### src/rtl/tx_frame_arbiter_pkg.sv
// ============================================================================
// Module   : tx_frame_arbiter_pkg
// Brief    : Shared encodings for the transmitter frame arbiter and its users.
// Revision : 1.0 - initial release
// ============================================================================
`default_nettype none

package tx_frame_arbiter_pkg;

    localparam logic [2:0] S_IDLE    = 3'd0;
    localparam logic [2:0] S_START   = 3'd1;
    localparam logic [2:0] S_WAIT_EN = 3'd2;
    localparam logic [2:0] S_BUSY    = 3'd3;
    localparam logic [2:0] S_GAP     = 3'd4;

    localparam logic [7:0] CMD_RD0 = 8'h80;
    localparam logic [7:0] CMD_RD1 = 8'h81;
    localparam logic [7:0] CMD_WR0 = 8'h00;
    localparam logic [7:0] CMD_WR1 = 8'h01;

    // Index width that stays at least one bit wide for tiny counts.
    function automatic int idx_width(input int n);
        return (n > 1) ? $clog2(n) : 1;
    endfunction

endpackage

`default_nettype wire

### src/rtl/tx_frame_arbiter_rr_pick.sv
// ============================================================================
// Module   : txarb_rr_pick
// Brief    : Combinational winner picker; round-robin from ptr+1, or fixed
//            lowest-index priority when TXARB_FIXED_PRIO_EN is defined.
// Revision : 1.0 - initial release
// ============================================================================
`default_nettype none

module txarb_rr_pick
    import tx_frame_arbiter_pkg::*;
#(
    parameter int N_REQ = 4,
    parameter int IDX_W = 2
) (
    input  logic [N_REQ-1:0] req,
    input  logic [IDX_W-1:0] ptr,
    output logic [N_REQ-1:0] winner,
    output logic [IDX_W-1:0] win_idx
);

    logic [IDX_W-1:0] w_start;
    logic [IDX_W-1:0] w_cand;
    logic             w_found;

`ifdef TXARB_FIXED_PRIO_EN
    // Starting the scan after the last index makes index 0 the top priority.
    logic w_unused_ptr;
    assign w_unused_ptr = ^ptr;
    assign w_start      = IDX_W'(N_REQ - 1);
`else
    assign w_start = ptr;
`endif

    always_comb begin
        w_found = 1'b0;
        w_cand  = '0;
        winner  = '0;
        win_idx = '0;
        for (int k = 1; k <= N_REQ; k++) begin
            w_cand = IDX_W'((int'(w_start) + k) % N_REQ);
            if (!w_found && req[w_cand]) begin
                w_found         = 1'b1;
                winner[w_cand]  = 1'b1;
                win_idx         = w_cand;
            end
        end
    end

endmodule

`default_nettype wire

### src/rtl/tx_frame_arbiter.sv
// ============================================================================
// Module   : tx_frame_arbiter
// Brief    : Shares one reply transmitter among N_REQ requesters; grants one,
//            latches its frame header, pulses start and routes data until the
//            frame ends plus a fixed gap. Option macro: TXARB_FIXED_PRIO_EN.
// Revision : 1.0 - initial release
// ============================================================================
`default_nettype none

module tx_frame_arbiter
    import tx_frame_arbiter_pkg::*;
#(
    parameter int N_REQ   = 4,
    parameter int GAP_CYC = 16
) (
    input  logic                  clk,
    input  logic                  rst,
    input  logic [N_REQ-1:0]      req,
    input  logic [8*N_REQ-1:0]    req_com,
    input  logic [8*N_REQ-1:0]    req_lbl,
    input  logic [16*N_REQ-1:0]   req_adr,
    input  logic [8*N_REQ-1:0]    req_dat,
    output logic [N_REQ-1:0]      gnt,
    output logic [N_REQ-1:0]      done,
    output logic [15:0]           rd_adr,
    output logic                  tx_st,
    output logic [7:0]            tx_com,
    output logic [7:0]            tx_lbl,
    output logic [15:0]           tx_adr,
    output logic [7:0]            tx_dat,
    input  logic                  tx_en,
    input  logic [15:0]           tx_rd_adr,
    output logic                  busy
);

    localparam int               c_IDX_W    = idx_width(N_REQ);
    localparam int               c_CNT_W    = idx_width(GAP_CYC);
    localparam logic [c_IDX_W-1:0] c_PTR_RST  = c_IDX_W'(N_REQ - 1);
    localparam logic [c_CNT_W-1:0] c_GAP_LAST = c_CNT_W'(GAP_CYC - 1);

    logic [2:0]          r_state;
    logic [c_IDX_W-1:0]  r_rr_ptr;
    logic [c_IDX_W-1:0]  r_win;
    logic [N_REQ-1:0]    r_gnt;
    logic [N_REQ-1:0]    r_done;
    logic                r_tx_st;
    logic [7:0]          r_tx_com;
    logic [7:0]          r_tx_lbl;
    logic [15:0]         r_tx_adr;
    logic [c_CNT_W-1:0]  r_gap_cnt;

    logic [N_REQ-1:0]    w_pick_onehot;
    logic [c_IDX_W-1:0]  w_pick_idx;

    txarb_rr_pick #(
        .N_REQ (N_REQ),
        .IDX_W (c_IDX_W)
    ) u_pick (
        .req     (req),
        .ptr     (r_rr_ptr),
        .winner  (w_pick_onehot),
        .win_idx (w_pick_idx)
    );

    always_ff @(posedge clk) begin
        if (rst) begin
            r_state   <= S_IDLE;
            r_rr_ptr  <= c_PTR_RST;
            r_win     <= '0;
            r_gnt     <= '0;
            r_done    <= '0;
            r_tx_st   <= 1'b0;
            r_tx_com  <= '0;
            r_tx_lbl  <= '0;
            r_tx_adr  <= '0;
            r_gap_cnt <= '0;
        end else begin
            r_tx_st <= 1'b0;
            r_done  <= '0;
            case (r_state)
                // A transmitter still running (e.g. after a reset) blocks new grants.
                S_IDLE: begin
                    if (|req && !tx_en) begin
                        r_gnt    <= w_pick_onehot;
                        r_win    <= w_pick_idx;
                        r_rr_ptr <= w_pick_idx;
                        r_tx_com <= req_com[8*w_pick_idx +: 8];
                        r_tx_lbl <= req_lbl[8*w_pick_idx +: 8];
                        r_tx_adr <= req_adr[16*w_pick_idx +: 16];
                        r_state  <= S_START;
                    end
                end
                S_START: begin
                    r_tx_st <= 1'b1;
                    r_state <= S_WAIT_EN;
                end
                S_WAIT_EN: begin
                    if (tx_en) begin
                        r_state <= S_BUSY;
                    end
                end
                S_BUSY: begin
                    if (!tx_en) begin
                        r_done    <= r_gnt;
                        r_gnt     <= '0;
                        r_gap_cnt <= '0;
                        r_state   <= S_GAP;
                    end
                end
                S_GAP: begin
                    if (r_gap_cnt == c_GAP_LAST) begin
                        r_state <= S_IDLE;
                    end else begin
                        r_gap_cnt <= r_gap_cnt + 1'b1;
                    end
                end
                default: r_state <= S_IDLE;
            endcase
        end
    end

    assign gnt    = r_gnt;
    assign done   = r_done;
    assign tx_st  = r_tx_st;
    assign tx_com = r_tx_com;
    assign tx_lbl = r_tx_lbl;
    assign tx_adr = r_tx_adr;
    assign rd_adr = tx_rd_adr;
    assign tx_dat = (|r_gnt) ? req_dat[8*r_win +: 8] : 8'h00;
    assign busy   = (r_state != S_IDLE);

endmodule

`default_nettype wire
### config.mk
export PLATFORM = sky130hd
export DESIGN_NAME = tx_frame_arbiter
export DESIGN_NICKNAME = d
export VERILOG_FILES = /design/src/rtl/tx_frame_arbiter_pkg.sv /design/src/rtl/tx_frame_arbiter_rr_pick.sv /design/src/rtl/tx_frame_arbiter.sv
export SDC_FILE = /design/constraint.sdc
export NUM_CORES = 1
export LEC_CHECK = 0
export ABC_AREA = 1
export CORE_MARGIN = 2
export CORE_UTILIZATION = 29
export DETAILED_ROUTE_END_ITERATION = 10
export PLACE_DENSITY = 0.67
export SLEW_MARGIN = 40
export SYNTH_ARGS = -nofsm -noshare
export SYNTH_HDL_FRONTEND = slang
export SYNTH_HIERARCHICAL = 1
export SYNTH_SLANG_ARGS = --single-unit
export TNS_END_PERCENT = 30
### constraint.sdc
create_clock -name clk -period 4.6 [get_ports clk]
set_input_delay 0.92 -clock clk [delete_from_list [all_inputs] [get_ports clk]]
set_output_delay 0.92 -clock clk [all_outputs]
set_load 0.02 [all_outputs]
==> flow_summary.toml <==
[status]
status = "finished, final reports clean"

[route]
routed_wl_microns = 13400
drt_iter0_markers = 170
vias = 4728
drt-wirelength-per-cell_microns = 13.4
vias_per_cell = 4.73
first_pass_iters = 4
drc_errors = 0
ant_nets = 0

[worst_setup_path]
startpoint_type = "input port"
crit_chain = "clkdlybuf4s50_1 -> nor2_1 -> nor2_1 -> o21ai_0 -> a21oi_1 -> clkdlybuf4s50_1"
worstPathRequired_ns = 3.68
arrival_ns = 2.40
path_max_fanout = 1
setup.worst_path.class = "in2out"
slowest_stage = "clkdlybuf4s50_1"
critPathMaxStageDelay_ns = 0.62
crit_path_end_kind = "output pin"

[synthesis]
synthFlopType = "dfxtp_1"
yosysUniqueCellTypes = 29
synth_top_area_share_pct = 27.0
yosysMostFrequentCell = "nor2_1"
synth_edf_count = 0
synth_common_cells = "nor2_1, o21ai_0, dfxtp_1, nand2_1, nand3_1"
ys_ff_latch = 52
synth_area_leaders = "dfxtp_1, nor2_1, o21ai_0"
ys_seq_area_share_pct = 27.0
synth_fp_nets = 837
netlist_area_sq_um = 3860
ys.warnings.count = 6
synth.avg_cell_area_sq_um = 5.98
synthArstFlopShare_pct = 0
yosysTopAreaCell = "dfxtp_1"
postSynthCellCount = 645

[floorplanning]
start_util_pct = 29.4
num_rows = 42
die_area_sq_um = 14200
core_area_sq_um = 13100
ioPinCount = 249
die_w_microns = 119
die_h_microns = 119

[layout]
drive_gt1_share_pct = 4.37
final_cell_area_sq_um = 6140
finalNetCount = 1015
final_cells = 999
fill_cells = 1407
antenna_cells = 0
syn_to_final_growth_pct = 59.2

[clocking]
cts.sinks = 52
tritoncts = "built"
path_clk_slew_ns = 0.07
clock_latency_ns = 0.29
cts_hold_buffers = 0
clockRootBuffer = "clkbuf_16"
cts-buffers-inserted = 5
cts.path.max_buffers = 2
ctsResizeCount = 0
htreeDepth = 2
post_cts_buffers = 0

[grt]
grt_pass1_vias = 4381
grt_use_total_pct = 18.3
grt_remaining_overflow = 0
antenna_found_initial = 0
grt_pass1_wl_microns = 21200
grt_max_degree = 66

[timing]
max_clock_freq_mhz = 301
min_period_ns = 3.32
clock_skew_ns = 0.00503
slew_headroom_pct = 52.6
fin_setup_tns_ns = 0
grt_setup_unrepaired = "false"
maxSlewViolCount = 0
setup_viol = 0
fin_ws_ns = 1.28
period_share_pct = 72.1
tightest_slew_ns = 0.710
hold_violations = 0

[flow_run]
maxCapViolCount = 0

[power_and_ir_drop]
powerDensity_nw_per_um2 = 718
ir_drop_v = 0.000335
leakage_uw = 0.00249

[placement]
place_area_sq_um = 6010
place.detailed.hpwl_microns = 10000
gp_congestion = 0.825
portBuffers = 216
post-place-ws_ns = 1.02
place_inst = 992

[min_path]
holdCritPathClass = "reg2reg"
-- routing by layer --
layer | vias up | part of all wire, % | track usage, %
met5 | - | 0 | 0
met4 | 0 | 1.8 | 4.49
met3 | 16 | 9.5 | 6.13
met2 | 202 | 47 | 31.9
met1 | 2074 | 41 | 21.5
li1 | 2436 | - | -
-- critical path, delay by kind of cell --
kind            cells  cell delay [ns]
simple gates        2             0.14
compound gates      2             0.25
buf+inv             2             1.08
-- cells in the final DEF (no fill, tap or decap), types with 9 or more instances in the layout --
master | Yosys | routed
a21oi_1 | 21 | 21
clkdlybuf4s50_1 | 0 | 216
dfxtp_1 | 52 | 52
ha_1 | 9 | 9
inv_1 | 25 | 24
nand2_1 | 52 | 52
nand3_1 | 38 | 37
nor2_1 | 221 | 220
o21ai_0 | 134 | 134
o21ai_1 | 12 | 12
-- where the power goes --
group / switching, uW / internal, uW
clock network: 162 / 198
registers: 149 / 626
logic: 2010 / 1270
total: 2320 / 2100
-- worst paths after layout --
kind	slack [ns]	to	cells after the start	start
setup / recovery	1.28	tx_dat[2]	6	req_dat[2]
hold / removal	0.47	done[3]	2	gnt[3]
setup reg to reg	1.32	tx_adr[1]	14	r_rr_ptr[1]
hold reg to reg	0.47	done[3]	2	gnt[3]
-- through the flow --
step                      power (uW)  util [%]  hold slack (ns)
after floorplan                 3070         -            0.461
after global placement          4060      45.7            0.450
after detailed placement        4090      45.7            0.453
after CTS                       4470      46.7            0.464
after global routing            4890      46.7            0.474
final                           4410      46.7            0.466
-- cells by family after synthesis --
kind of cell / Yosys count / share of synthesized area (%)
AO/OA/AOI/OAI: 171 / 22.5
XOR/XNOR: 1 / 0.227
adder cells (fa/ha/maj): 9 / 2.92
buffers and inverters: 83 / 11.3
flip-flops: 52 / 27.0
AND/OR/NAND/NOR: 329 / 36.1
-- registers in the layout, indices dropped and copies added (netlist names) --
| signal | flops |
|---|---|
| tx_com | 8 |
| r_win | 2 |
| tx_st | 1 |
| r_rr_ptr | 2 |
| tx_lbl | 8 |
| done | 4 |
| r_state | 3 |
| r_gap_cnt | 4 |
| gnt | 4 |
| tx_adr | 16 |
-- cell type report --
cell class | count | area, sq um | area share, %
clock buffers | 6 | 129 | 2.10
clock inverters | 1 | 5.00 | 0.0815
inverters | 30 | 120 | 1.96
multi-input cells | 510 | 2390 | 38.9
flip-flops and latches | 52 | 1040 | 17.0
well taps | 176 | 220 | 3.59
repair buffers | 224 | 2230 | 36.4
Note: power is estimated with default switching activity, not from simulation.
